### src/rtl/output_frame_pkg.sv
// Shared definitions for the output frame player.
// Holds the default widths, the field positions inside the id/duration word
// and the player FSM state type.
package output_frame_pkg;

  localparam int unsigned BITS_W = 42;
  localparam int unsigned ID_W   = 4;
  localparam int unsigned DUR_W  = 10;

  // Field slices of idAndDurationIn.
  localparam int unsigned ID_MSB  = 13;
  localparam int unsigned ID_LSB  = 10;
  localparam int unsigned DUR_MSB = 9;
  localparam int unsigned DUR_LSB = 0;

  typedef enum logic {
    IDLE,
    PLAY
  } playerState_e;

endpackage

### src/rtl/tick_prescaler.sv
// Modulo-TICK_DIV cycle counter that produces the duration tick.
// Ports:
//   clk    - clock, rising edge
//   reset  - asynchronous active-high reset, count returns to 0
//   clear  - synchronous clear, takes priority over enable
//   enable - advance the count this cycle
//   tick   - high for the one cycle whose edge wraps the count to 0
module tick_prescaler #(
  parameter int unsigned TICK_DIV = 50000
) (
  input  logic clk,
  input  logic reset,
  input  logic clear,
  input  logic enable,
  output logic tick
);

  localparam int unsigned CNT_W = $clog2(TICK_DIV);
  localparam logic [CNT_W-1:0] LAST = CNT_W'(TICK_DIV - 1);

  logic [CNT_W-1:0] count;

  // Tick is combinational so the consumer acts on the same edge as the wrap.
  assign tick = enable && (count == LAST);

  always_ff @(posedge clk or posedge reset) begin
    if (reset) begin
      count <= '0;
    end else if (clear) begin
      count <= '0;
    end else if (enable) begin
      count <= tick ? '0 : count + CNT_W'(1);
    end
  end

endmodule

### src/rtl/output_frame_player.sv
// Output frame player: accepts frames (pattern + id/duration) over a
// valid/ready handshake with one frame of look-ahead buffering, holds each
// pattern on the display outputs for duration x TICK_DIV cycles and reports
// completion (or discard of a zero-duration frame) by id.
// Ports:
//   clk, reset        - clock and asynchronous active-high reset
//   bitsIn            - pattern of the offered frame
//   idAndDurationIn   - {id, duration in ticks} of the offered frame
//   inValid / inReady - handshake; inReady is registered
//   bitsOut, activeId - pattern and id currently playing, 0 when idle
//   playing           - a frame is on the outputs
//   doneValid, doneId - one-cycle completion pulse and the id it refers to
module output_frame_player #(
  parameter int unsigned TICK_DIV = 50000,
  parameter int unsigned BITS_W   = output_frame_pkg::BITS_W,
  parameter int unsigned ID_W     = output_frame_pkg::ID_W,
  parameter int unsigned DUR_W    = output_frame_pkg::DUR_W
) (
  input  logic                  clk,
  input  logic                  reset,
  input  logic [BITS_W-1:0]     bitsIn,
  input  logic [ID_W+DUR_W-1:0] idAndDurationIn,
  input  logic                  inValid,
  output logic                  inReady,
  output logic [BITS_W-1:0]     bitsOut,
  output logic [ID_W-1:0]       activeId,
  output logic                  playing,
  output logic                  doneValid,
  output logic [ID_W-1:0]       doneId
);

  import output_frame_pkg::*;

  playerState_e stateQ, stateD;

  logic              pendFullQ, pendFullD;
  logic [BITS_W-1:0] pendBitsQ;
  logic [ID_W-1:0]   pendIdQ;
  logic [DUR_W-1:0]  pendDurQ;

  logic [BITS_W-1:0] curBitsQ, curBitsD;
  logic [ID_W-1:0]   curIdQ, curIdD;
  logic [DUR_W-1:0]  remQ, remD;

  logic            doneValidD;
  logic [ID_W-1:0] doneIdD;

  logic accept;
  logic prescClear;
  logic prescEnable;
  logic tick;

  assign accept      = inValid && inReady;
  assign prescEnable = (stateQ == PLAY);

  assign bitsOut  = curBitsQ;
  assign activeId = curIdQ;
  assign playing  = (stateQ == PLAY);

  tick_prescaler #(
    .TICK_DIV(TICK_DIV)
  ) uPrescaler (
    .clk   (clk),
    .reset (reset),
    .clear (prescClear),
    .enable(prescEnable),
    .tick  (tick)
  );

  always_comb begin
    stateD     = stateQ;
    pendFullD  = pendFullQ;
    curBitsD   = curBitsQ;
    curIdD     = curIdQ;
    remD       = remQ;
    doneValidD = 1'b0;
    doneIdD    = doneId;
    prescClear = 1'b0;

    unique case (stateQ)
      IDLE: begin
        if (pendFullQ) begin
          pendFullD = 1'b0;
          if (pendDurQ == '0) begin
            // Zero-length frame never plays; report it straight away.
            doneValidD = 1'b1;
            doneIdD    = pendIdQ;
          end else begin
            curBitsD   = pendBitsQ;
            curIdD     = pendIdQ;
            remD       = pendDurQ;
            prescClear = 1'b1;
            stateD     = PLAY;
          end
        end
      end
      PLAY: begin
        if (tick) begin
          if (remQ == DUR_W'(1)) begin
            doneValidD = 1'b1;
            doneIdD    = curIdQ;
            if (pendFullQ && (pendDurQ != '0)) begin
              // Seamless hand-over: next frame starts on the very next cycle.
              curBitsD   = pendBitsQ;
              curIdD     = pendIdQ;
              remD       = pendDurQ;
              prescClear = 1'b1;
              pendFullD  = 1'b0;
            end else begin
              stateD   = IDLE;
              curBitsD = '0;
              curIdD   = '0;
            end
          end else begin
            remD = remQ - DUR_W'(1);
          end
        end
      end
      default: stateD = IDLE;
    endcase

    // inReady is low while pending is full, so this never collides with a load.
    if (accept) begin
      pendFullD = 1'b1;
    end
  end

  always_ff @(posedge clk or posedge reset) begin
    if (reset) begin
      stateQ    <= IDLE;
      pendFullQ <= 1'b0;
      curBitsQ  <= '0;
      curIdQ    <= '0;
      remQ      <= '0;
      doneValid <= 1'b0;
      doneId    <= '0;
      inReady   <= 1'b0;
    end else begin
      stateQ    <= stateD;
      pendFullQ <= pendFullD;
      curBitsQ  <= curBitsD;
      curIdQ    <= curIdD;
      remQ      <= remD;
      doneValid <= doneValidD;
      doneId    <= doneIdD;
      inReady   <= ~pendFullD;
    end
  end

  always_ff @(posedge clk or posedge reset) begin
    if (reset) begin
      pendBitsQ <= '0;
      pendIdQ   <= '0;
      pendDurQ  <= '0;
    end else if (accept) begin
      pendBitsQ <= bitsIn;
      pendIdQ   <= idAndDurationIn[ID_MSB:ID_LSB];
      pendDurQ  <= idAndDurationIn[DUR_MSB:DUR_LSB];
    end
  end

endmodule

### config.mk
export PLATFORM = sky130hd
export DESIGN_NAME = output_frame_player
export DESIGN_NICKNAME = d
export VERILOG_FILES = /design/src/rtl/output_frame_pkg.sv /design/src/rtl/tick_prescaler.sv /design/src/rtl/output_frame_player.sv
export SDC_FILE = /design/constraint.sdc
export NUM_CORES = 1
export LEC_CHECK = 0
export BUFFER_PORTS_ARGS = -buffer_cell sky130_fd_sc_hd__buf_2
export CAP_MARGIN = 40
export CORE_MARGIN = 2
export CORE_UTILIZATION = 30
export CTS_CLUSTER_SIZE = 16
export DETAILED_ROUTE_END_ITERATION = 6
export GPL_TIMING_DRIVEN = 0
export PLACE_DENSITY_LB_ADDON = 0.2
export RECOVER_POWER = 25
export SLEW_MARGIN = 40
export SYNTH_ARGS = -nofsm -noshare
export SYNTH_HDL_FRONTEND = slang
export SYNTH_SLANG_ARGS = --single-unit
### constraint.sdc
create_clock -name clk -period 10.8 [get_ports clk]
set_input_delay 2.16 -clock clk [delete_from_list [all_inputs] [get_ports clk]]
set_output_delay 2.16 -clock clk [all_outputs]
set_load 0.005 [all_outputs]
==> reports/qor.yml <==
run_status:
  status: "finished with violations"
  violations: "capacitance limit, slew limit"
final_layout:
  design_area_mm2: 0.00727
  nNetsFinal: 651
  fillerInstances: 1834
  multi_input_area_mm2: 0.00212
  drive_gt1_frac: 0.379
  syn_to_final_growth_pct: 26.5
  post-route-util: 0.387
  fin_cells: 837
  seqCellArea_mm2: 0.00340
critical_path:
  crit_required_ns: 10.82
  critPathBufInv: 3
  crit_path_top_delay_cell: "clkbuf_1"
  cp_max_fo: 42
  cp-start-kind: "primary input"
  worstSetupPathType: "primary input to asynchronous set/reset pin"
  r2r_start: "uPrescaler.count[7]"
  max_stage_delay_ns: 1.77
  worstRegToRegCells: 7
  r2r_end: "uPrescaler.count[5]"
  critPathTopFamily: "buffers and inverters"
  crit_path_cell_trace: "buf_2 -> clkinvlp_2 -> clkbuf_1"
  arrival_ns: 5.09
  crit_path_end_kind: "asynchronous set/reset pin"
  crit_start: "reset"
  ff2ff_setup_slack_ns: 7.74
synthesis:
  synth_seq_cells: 136
  synth_cells: 457
  synth_area_leaders: "dfrtp_1, mux2_2, a22o_1"
  netlist_area_mm2: 0.00575
  synth_most_common_cell: "dfrtp_1"
  async_reset_ff_frac: 1.00
  synth_edf_count: 0
  yosys.cell_types.count: 53
  yosysSeqAreaShare: 0.592
  syn_nets: 519
  yosys.area.top_type: "dfrtp_1"
  syn_avg_cell_area_um2: 12.6
  synth_ff_type: "dfrtp_1"
  synth_top_area_frac: 0.592
  synth_common_cells: "dfrtp_1, mux2_2, a22o_1"
  yosys_warnings: 0
floorplanning:
  row_count: 50
  core_mm2: 0.0188
  pin_count: 112
  die_w_um: 142
  start_util: 0.306
  die_h_um: 142
  die-area_mm2: 0.0203
placement:
  portBuffers: 111
  placed_cell_area_mm2: 0.00665
  place_inst: 804
  place_congestion: 0.821
  dp_hpwl_um: 10000
route:
  viasPerCell: 5.09
  wire_per_inst_um: 16.9
  drt_first_pass_iters: 5
  drtIter0Drc: 279
  drt-total-wl_um: 14200
  antenna_left: 0
  drc: 0
  vias: 4258
global_route:
  grt_pass1_vias: 4363
  track_usage: 0.146
  grt_overflow_total: 0
  antenna_found_initial: 0
  busiest_layer: "met2"
  use_met3: 0.0562
  grt_first_pass_wirelength_um: 23200
  grtUsageMet1: 0.193
  grt_start_max_net_pins: 57
  grt.met2_usage: 0.222
power:
  power.share.clock: 0.403
  peakVddDrop_uv: 101
  seqPwrFrac: 0.464
  leakagePower_uw: 0.00333
  p_switching_uw: 406
  p_comb_frac: 0.132
  intPower_uw: 1170
  swShare: 0.257
  power_density_mw_per_mm2: 217
clocking:
  htree_levels: 4
  cts.clk_slew.worst_paths_ns: 0.06
  ctsHoldBuffers: 0
  cts_root_buf: "clkbuf_16"
  postCtsResizedCells: 0
  cts.path.max_buffers: 2
  clock-sinks: 136
  cts_setup_buffers: 0
  clk_latency_ns: 0.41
  tritoncts: "built"
  cts_made_buffers: 17
min_path:
  whs_path_depth: 1
  min-delay-start: "uPrescaler.count[15]"
  hold_path.class: "flip-flop to flip-flop"
  worstHoldEndpoint: "uPrescaler.count[15]"
timing:
  max_freq_ghz: 0.197
  drv_slew: 84
  tightest_slew_ns: 2.38
  period_needed_ns: 5.07
  hold_ws_ns: 0.486
  relSlewSlack: -0.589
  skew_ns: 0.00621
  grt_setup_unrepaired: "false"
  finalCritPeriodShare: 0.469
  setup_tns_ns: 0
  finalSetupViolations: 0
  hold_violations: 0
job:
  max_cap_violations: 3
worst reg2reg max path: stages, from the launching register on:
cell	delay, ns
dfrtp_1	0.37
buf_6	0.13
or4b_4	0.54
o41ai_1	1.28
buf_4	0.36
nor2_1	0.06
o21ai_1	0.11
o41ai_1	0.09
sequential cells by signal, summed over array words and instances, names as in the netlist:
register / flops
uPrescaler.count: 16
activeId: 4
pendIdQ: 4
remQ: 10
bitsOut: 42
playing: 1
doneValid: 1
doneId: 4
pendBitsQ: 42
pendFullQ: 1
inReady: 1
pendDurQ: 10
power groups by stage:
stage / clock, µW / combinational, µW / sequential, µW
after global placement: 0 / 202 / 734
after floorplan: 0 / 160 / 714
final: 636 / 209 / 733
after CTS: 650 / 215 / 732
after detailed placement: 0 / 214 / 741
after global routing: 676 / 234 / 752
area by class of cell:
| class | instances | share of cell area |
|---|---|---|
| Antenna cell | 1 | 0.000344 |
| Timing Repair Buffer | 113 | 0.0807 |
| Sequential cell | 136 | 0.468 |
| Clock inverter | 14 | 0.0289 |
| Inverter | 17 | 0.00895 |
| Tap cell | 234 | 0.0403 |
| Multi-Input combinational cell | 277 | 0.292 |
| Buffer | 27 | 0.0207 |
| Clock buffer | 18 | 0.0604 |
per-stage QoR:
step           power [µW]  setup slack (ns)
2_1_floorplan         874              5.00
3_3_place_gp          937              3.49
3_5_place_dp          955              6.52
4_1_cts              1600              6.96
5_1_grt              1660              4.99
6_report             1580              5.73
logic make-up (layout without fill, tap and decap cells):
kind of cell / count (synthesis) / count (layout) / synth area share
mux: 60 / 60 / 0.117
other cells: 0 / 1 / 0
fa+ha+maj: 3 / 3 / 0.00653
xor+xnor: 2 / 2 / 0.00305
compound gates: 124 / 124 / 0.161
buf+inv: 44 / 189 / 0.0372
simple gates: 88 / 88 / 0.0836
flops: 136 / 136 / 0.592
cell usage in the layout (no fill, tap or decap), types with 5 or more instances in the layout:
cell	count
inv_6	5
nor4_1	5
a21oi_1	11
o31ai_1	8
nand3_1	10
inv_1	15
buf_2	120
dfrtp_1	136
mux2_2	56
clkbuf_16	17
a22o_1	48
o21ai_0	29
buf_1	6
nand4_1	5
a31oi_1	7
clkbuf_1	7
nand2_1	25
nor3_1	7
nor2_1	15
layer usage:
metal  share of wire  up-vias
met1            0.45     2148
met4           0.011        0
met2            0.47      121
met3           0.069       13
li1                -     1976
met5               0        -
worst max path at each step:
| stage | end | slack, ns | cells past startpoint |
|---|---|---|---|
| 2_1_floorplan | activeId[0] | 5.00 | 1 |
| 3_5_place_dp | pendIdQ[2] | 6.52 | 6 |
| 4_1_cts | pendIdQ[1] | 6.96 | 6 |
| 5_1_grt | doneId[3] | 4.99 | 3 |
| 6_report | uPrescaler.count[0] | 5.73 | 3 |
| 3_3_place_gp | doneId[0] | 3.49 | 2 |
Note: power is estimated with default switching activity, not from simulation.
